`src/rtl/neuron_pkg.sv`:
```
// Shared fixed-point constants and FSM encoding for the neuron MAC and its
// downstream activation stage.
package neuron_pkg;

   localparam int Q_W       = 16;
   localparam int FRAC_BITS = 8;
   localparam int PROD_W    = 2 * Q_W;

   localparam logic [Q_W-1:0] Q_ONE = 16'h0100;
   localparam logic [Q_W-1:0] Q_MAX = 16'h7FFF;
   localparam logic [Q_W-1:0] Q_MIN = 16'h8000;

   typedef enum logic [2:0] {
      IDLE,
      ACC,
      DRAIN,
      FINAL,
      OUT
   } state_t;

endpackage

```
`src/rtl/q_round_sat.sv`:
```
// Q16.16 accumulator to Q8.8: round half up (arithmetic shift), then saturate
// to the signed 16-bit range.
module q_round_sat
   import neuron_pkg::*;
#(
   parameter int ACC_W = 40
) (
   input  logic signed [ACC_W-1:0] acc,
   output logic        [Q_W-1:0]   q
);

   localparam logic signed [ACC_W-1:0] HALF  = ACC_W'(1 << (FRAC_BITS - 1));
   localparam logic signed [ACC_W-1:0] R_MAX = ACC_W'((1 << (Q_W - 1)) - 1);
   localparam logic signed [ACC_W-1:0] R_MIN = ~R_MAX;

   logic signed [ACC_W-1:0] r;

   // NOTE: every output of a combinational block gets a value on every path, so no latch is inferred.
   always_comb begin
      r = (acc + HALF) >>> FRAC_BITS;
      if (r > R_MAX) begin
         q = Q_MAX;
      end else if (r < R_MIN) begin
         q = Q_MIN;
      end else begin
         q = r[Q_W-1:0];
      end
   end

endmodule

```
`src/rtl/neuron_mac.sv`:
```
// Streaming multiply-accumulate for one neuron: N_INPUTS Q8.8 (x, w) pairs
// plus bias, rounded and saturated to Q8.8, with valid/ready on both sides.
module neuron_mac
   import neuron_pkg::*;
#(
   parameter int N_INPUTS = 16,
   parameter int ACC_W    = 40
) (
   input  logic                  clk,
   input  logic                  rst_n,
   input  logic                  in_valid,
   output logic                  in_ready,
   input  logic signed [Q_W-1:0] in_x,
   input  logic signed [Q_W-1:0] in_w,
   input  logic signed [Q_W-1:0] in_bias,
   output logic                  out_valid,
   input  logic                  out_ready,
   output logic        [Q_W-1:0] out_sum,
   output logic                  busy
);

   localparam int               CNT_W = (N_INPUTS > 1) ? $clog2(N_INPUTS) : 1;
   localparam logic [CNT_W-1:0] LAST  = CNT_W'(N_INPUTS - 1);

   state_t                   state;
   logic [CNT_W-1:0]         count;
   logic signed [PROD_W-1:0] prod;
   logic                     prod_v;
   logic signed [ACC_W-1:0]  acc;
   logic [Q_W-1:0]           q;
   logic                     xfer;

   assign in_ready = (state == IDLE) || (state == ACC);
   assign xfer     = in_valid && in_ready;

   q_round_sat #(.ACC_W(ACC_W)) u_round_sat (
      .acc (acc),
      .q   (q)
   );

   // NOTE: state is assigned with <= so every register samples the pre-edge values of its peers.
   always_ff @(posedge clk or negedge rst_n) begin
      if (!rst_n) begin
         state     <= IDLE;
         count     <= '0;
         out_valid <= 1'b0;
         out_sum   <= '0;
         busy      <= 1'b0;
      end else begin
         case (state)
            IDLE, ACC: begin
               if (xfer) begin
                  busy <= 1'b1;
                  if (count == LAST) begin
                     state <= DRAIN;
                     count <= '0;
                  end else begin
                     state <= ACC;
                     count <= count + CNT_W'(1);
                  end
               end
            end
            // Hold until the last product has left the multiplier register.
            DRAIN: begin
               if (!prod_v) state <= FINAL;
            end
            FINAL: begin
               out_sum   <= q;
               out_valid <= 1'b1;
               state     <= OUT;
            end
            OUT: begin
               if (out_ready) begin
                  out_valid <= 1'b0;
                  busy      <= 1'b0;
                  state     <= IDLE;
               end
            end
            default: state <= IDLE;
         endcase
      end
   end

   always_ff @(posedge clk or negedge rst_n) begin
      if (!rst_n) begin
         prod   <= '0;
         prod_v <= 1'b0;
         acc    <= '0;
      end else begin
         prod_v <= xfer;
         if (xfer) prod <= PROD_W'(in_x) * PROD_W'(in_w);
         // The bias is pre-scaled to Q16.16 so it seeds the accumulator directly.
         if (xfer && state == IDLE) begin
            acc <= ACC_W'(in_bias) <<< FRAC_BITS;
         end else if (prod_v) begin
            acc <= acc + ACC_W'(prod);
         end
      end
   end

endmodule

```
`config.mk`:
```
export PLATFORM = sky130hd
export DESIGN_NAME = neuron_mac
export DESIGN_NICKNAME = d
export VERILOG_FILES = /design/src/rtl/neuron_pkg.sv /design/src/rtl/q_round_sat.sv /design/src/rtl/neuron_mac.sv
export SDC_FILE = /design/constraint.sdc
export NUM_CORES = 1
export LEC_CHECK = 0
export CORE_AREA = 2 2 157 198
export CTS_CLUSTER_SIZE = 28
export DETAILED_ROUTE_END_ITERATION = 16
export DIE_AREA = 0 0 159 200
export GPL_ROUTABILITY_DRIVEN = 0
export PLACE_DENSITY_LB_ADDON = 0.2
export RECOVER_POWER = 25
export SLEW_MARGIN = 20
export SYNTH_ARGS = -nofsm -noshare
export SYNTH_HDL_FRONTEND = slang
export SYNTH_SLANG_ARGS = --single-unit
```
`constraint.sdc`:
```
create_clock -name clk -period 4.5 [get_ports clk]
set_clock_uncertainty 0.15 [all_clocks]
set_input_delay 0.9 -clock clk [delete_from_list [all_inputs] [get_ports clk]]
set_output_delay 0.9 -clock clk [all_outputs]
set_load 0.01 [all_outputs]
```
=== Yosys cells after proc, flatten, opt, wreduce, memory -nomap -nowiden ===
Cells that the tools add are included.

* Add/sub/neg operators: 3
* Multipliers: 1
* Divide/modulo/power cells: 0
* Order comparisons: 2
* Eq/ne operators: 8
* Shifts and indexed selects: 0
* Multiplexer cells: 14
* Bitwise operators: 0
* Reduce and logical (&&, ||, !) cells: 12

{| class="wikitable"
|+ Operator list
! cell !! count
|-
| 40-bit two-way mux || 2
|-
| 40-bit by 32-bit adder with 40-bit output || 1
|-
| 40-bit by 9-bit adder with 40-bit output (second input constant) || 1
|-
| 32-bit by 16-bit greater-than comparator with 1-bit output (second input constant) || 1
|-
| 32-bit by 16-bit less-than comparator with 1-bit output (second input constant) || 1
|-
| 16-bit by 16-bit multiplier with 32-bit output || 1
|-
| 16-bit two-way mux || 2
|-
| 3-bit case mux with 4 select lines || 1
|-
| 3-bit two-way mux || 3
|-
| 3-bit by 2-bit equality test with 1-bit output (second input constant) || 2
|-
| 2-bit != test (second input constant) || 3
|-
| 3-bit AND reduction || 2
|-
| 2-bit nonzero test || 3
|-
| 4-bit by 1-bit adder with 4-bit output (second input constant) || 1
|-
| 4-bit equality test (second input constant) || 1
|-
| 4-bit two-way mux || 1
|-
| 1-bit case mux with 2 select lines || 2
|-
| 2-bit AND reduction || 2
|-
| 3-bit by 1-bit equality test with 1-bit output (second input constant) || 1
|-
| 3-bit equality test (second input constant) || 1
|-
| 3-bit zero test || 1
|-
| 1-bit logical AND || 2
|-
| 1-bit two-way mux || 2
|-
| 2-bit two-way mux || 1
|-
| 2 further kinds || 2
|}

* Register bits: 98
* Latch bits: 0
* Memory bits (writable): 0
* Memory bits (read-only): 0
* Bits of input ports: 52
* Output and inout bits: 19
* Word-level logic and storage cells: 48
* Memories kept: 0

=== Logic depth before layout (Yosys ltp) ===
* Depth after elaboration: 5
* Depth in mapped cells: 26
* Mapped depth without buffers: 25

=== By module ===
Synthesis repeated with hierarchy kept, for this count alone.

* Cells, all modules: 1869
* Area total of the unflattened synthesis: 16628.4 µm²

{| class="wikitable"
|+ By module, submodules not included
! module !! instances !! cells an instance !! area each (µm²) !! seq. area each (µm²)
|-
| neuron_mac || 1 || 1738 || 15763.9 || 2452.4
|-
| q_round_sat || 1 || 131 || 864.6 || 0.0
|}

=== Least setup slack after synthesis ===
OpenSTA, ideal clock, no wires.

* Path type: in2reg
* From: input in_x[15]
* To: register prod[30]
* Library setup time: 0.133 ns
* Arrival: 6.678 ns
* Required time: 4.217 ns
* Slack: -2.461 ns
* Stages: 21
* Buffers on the path: 1
* Path through: clkbuf_1 -> nand2_1 -> fa_1 -> inv_1 -> fa_1 -> inv_1 -> fa_1 -> fa_1 -> fa_1 -> fa_1 -> inv_1 -> ha_1 -> and4_1 -> and2_1 -> a221oi_1 -> nor2b_1 -> a21oi_1 -> a31oi_1 -> a21oi_1 -> xor2_1 -> o21ai_0

* Cells in the longest elaborated chain, start to end: 1

{| class="wikitable"
|+ Ends and longest elaborated chain
! element !! line !! source
|-
| start: declaration || neuron_mac.sv:13 || <nowiki>input logic signed [Q_W-1:0] in_x,</nowiki>
|-
| 16-bit by 16-bit multiplier with 32-bit output || neuron_mac.sv:91 || <nowiki>if (xfer) prod <= PROD_W'(in_x) * PROD_W'(in_w);</nowiki>
|-
| end signal: assignment || neuron_mac.sv:91 ||
|-
| end: declaration || neuron_mac.sv:27 || <nowiki>logic signed [PROD_W-1:0] prod;</nowiki>
|}

No other way between the ends.
A chain may end at the register's enable or synchronous reset.

=== Worst setup path after layout ===
* From: input in_w[6]
* To: register prod[31]

* Cells in the longest elaborated chain, start to end: 1

{| class="wikitable"
|+ Ends and longest elaborated chain
! element !! line !! source
|-
| start: declaration || neuron_mac.sv:14 || <nowiki>input logic signed [Q_W-1:0] in_w,</nowiki>
|-
| 16-bit by 16-bit multiplier with 32-bit output || neuron_mac.sv:91 ||
|}

No other way between the ends.

==> out/results.txt <==
Status - finished with violations
Failing checks - max-capacitance violations, max-slew violations, negative setup slack
Die ar. - 0.0318 mm²
CTS sink cnt - 98
Vias/cell - 5.32
Crit path kind - input pin to flop
Synth async-reset ratio - 100%
Ranking of synthesized cells by area - fa_1 32%, dfrtp_1 15%, ha_1 9.3%
Max-cap check violation count - 1
Die Span X - 159 µm
Num CTS Buffers - 9
CP Cell Sequence - buf_8 > buf_12 > and2_4 > fa_1 > inv_2 > fa_2 > fa_2 > inv_2 > fa_1 > fa_1 > inv_1 > fa_1 > inv_2 > ha_4 > and3_4 > a221oi_4 > o22ai_4 > or3_4 > o2111ai_4 > a31oi_4 > nand3_2 > nand2_2 > xnor2_1 > o21ai_1
CP startpoint kind - input pin
Rows - 71
Setup ws final - -1820 ps
# DRC - 0
Tot GR Track Use - 27.4%
Gr ovfl total - 0
RSZ-0062 raised after global routing - true
Slowest-stage cell, CP - fa_2
First-pass DRT Iterations - 4
Synth Register Bits - 98
Global-route wire length before repair - 70500 µm
Main synth FF type - dfrtp_1
Antenna cells - 0
HPWL after DPL - 31900 µm
Distinct cells, synth - 83
Setup-failing EPs final - 26
Fin crit share - 140%
Reg2reg setup slack - 800 ps
Remaining antenna violation count - 0
Largest delay share family, worst path - adder cells
Core Area - 0.0298 mm²
Hold Path Depth - 2
Iter 0 DRT Violations - 636
Post-synth EDFFs - 0
Hold Path Sink - out_sum[15]
Max Slew Vio Count - 68
Starting Density - 55.5%
RR Endpoint - acc[36]
Post-layout nets - 2567
IO Port Bufs - 70
Routed vias - 13.5k
CTS tree - done
Slew headroom - -7.98%
Vias in the first global route - 14.5k
Synth Cell Area - 0.0166 mm²
Clock latency at the later pin of the worst-skew pair - 360 ps
Drt total wl - 41600 µm
R2r startpoint - prod[0]
Ys Warns - 0
Syn-to-layout area delta - 26.0%
Syn Inst Count - 1859
Minimum clock period - 6320 ps
WL/cell - 16.4 µm
Die Y - 200 µm
HP Start - out_sum[15]
Register area share after synthesis - 14.8%
Cell Area, Placed - 0.0193 mm²
Max clock buf depth - 2
IO Pins - 71
CP Max Fanout - 6
Largest net degree at the start of global routing - 68
Commonest non-fill, non-tap cells in the layout - 312 x inv_1, 236 x fa_1, 215 x nand2_1, 191 x buf_4, 103 x ha_1
Reg2reg path depth - 13
Synth top area share - 31.8%
Most common cell after layout, fill and taps aside - inv_1
Syn Nets - 2297
Number of cells on the critical path - 24
CP Data Arrival Time - 6390 ps
Initial antenna violation count - 0
Syn avg cell area - 8.91 µm²
Most common cell on crit path - fa_1
CTS clock-pin slew for the worst setup and hold paths - 70 ps
Critical path buffers and inverters - 6
Synth area leader - fa_1
Crit. End Element - flop
Worst EP required - 4570 ps
Hold_buf cts - 0
Hold Crit Class - flop to flop
Final Hold Fails - 0
CP peak stage delay - 550 ps
Slew at the pin closest to its max-slew limit - 1620 ps
Layout cells sized above 1 - 24.8%
# H-tree levels - 3
CTS root buf - clkbuf_16
Max Fclk - 0.158 GHz
Final Cell Area - 0.0209 mm²
==> stage by stage <==
step	util (%)	setup WS [ps]	cells	setup TNS, ps	hold slack, ps
final	69.9	-1820	2535	-35960	322
after global routing	69.9	-2000	2535	-40620	366
after CTS	69.3	-1870	2529	-35510	330
after detailed placement	64.8	-2740	2446	-57500	311
after global placement	64.8	-2620	2446	-55510	310
after floorplan	-	-1800	1859	-31970	295
==> registers in the layout, indices dropped and copies added (netlist names) <==
signal and flops:
acc 40, prod 32, out_sum 16, count 4, state 3, busy 1
out_valid 1, prod_v 1
==> per-layer routing <==
layer / track usage, % / vias to the layer above / wire length [µm]
met2: 51.2 / 338 / 21400
met3: 2.31 / 122 / 1410
li1: - / 6438 / -
met5: 0 / - / 0
met1: 32.3 / 6576 / 16700
met4: 12.9 / 0 / 2110
==> worst min-delay path: stages (launching register included) <==
cell	delay, ps
dfrtp_1	340
nand2_1	50
nand2_1	50
==> synthesized netlist by cell type, drive strengths merged (3+ instances only) <==
| library cell | number |
|---|---|
| a211oi | 11 |
| a21boi | 6 |
| a21o | 33 |
| a21oi | 77 |
| a221oi | 4 |
| a311oi | 3 |
| a31oi | 11 |
| and2 | 122 |
| and3 | 12 |
| and4 | 5 |
| buf | 8 |
| clkbuf | 52 |
| dfrtp | 98 |
| fa | 263 |
| ha | 123 |
| inv | 357 |
| mux2i | 22 |
| nand2 | 234 |
| nand2b | 14 |
| nand3 | 28 |
| nand3b | 5 |
| nand4 | 11 |
| nor2 | 75 |
| nor2b | 8 |
| nor3 | 22 |
| nor3b | 5 |
| nor4 | 8 |
| o211ai | 5 |
| o21a | 7 |
| o21ai | 80 |
| o21bai | 7 |
| o221a | 4 |
| o221ai | 3 |
| o22a | 13 |
| o31a | 3 |
| o31ai | 5 |
| or2 | 6 |
| or3 | 4 |
| xnor2 | 51 |
| xor2 | 32 |
==> final cells by class <==
class,count,area (µm²)
multi-input combinational,1343,13300
fill,2271,8970
timing repair buffer,320,2970
sequential,98,2450
inverter,357,1350
tap,401,502
clock buffer,9,225
clock inverter,7,83.8
==> worst max-delay path by stage <==
stage / slack, ps / startpoint / endpoint
finish: -1820 / in_w[6] / prod[31]
global placement: -2620 / in_w[4] / prod[30]
detailed placement: -2740 / in_w[4] / prod[30]
floorplan: -1800 / in_w[6] / prod[25]
CTS: -1870 / in_x[5] / prod[31]
global route: -2000 / in_w[6] / prod[21]
==> logic make-up (layout without fill, tap and decap cells) <==
logic type | Yosys count | count (layout) | synth area share (%)
flops | 98 | 98 | 14.8
xor+xnor | 83 | 83 | 4.39
fa+ha+maj | 386 | 386 | 41.1
simple gates | 563 | 563 | 17.3
compound gates | 288 | 288 | 11.3
buf+inv | 418 | 693 | 9.74
mux | 23 | 23 | 1.40
==> timing repair <==
item | in CTS | in global routing
resized for setup | 297 | 62
buffers inserted | 52 | 9
cloned | 16 | 0
endpoints found under the setup margin | 26 | 26
pin swaps | 140 | 49
Power is left out: the tool's default activity adds up to more than one toggle a clock period on the data nets, which glitch-free logic cannot reach.
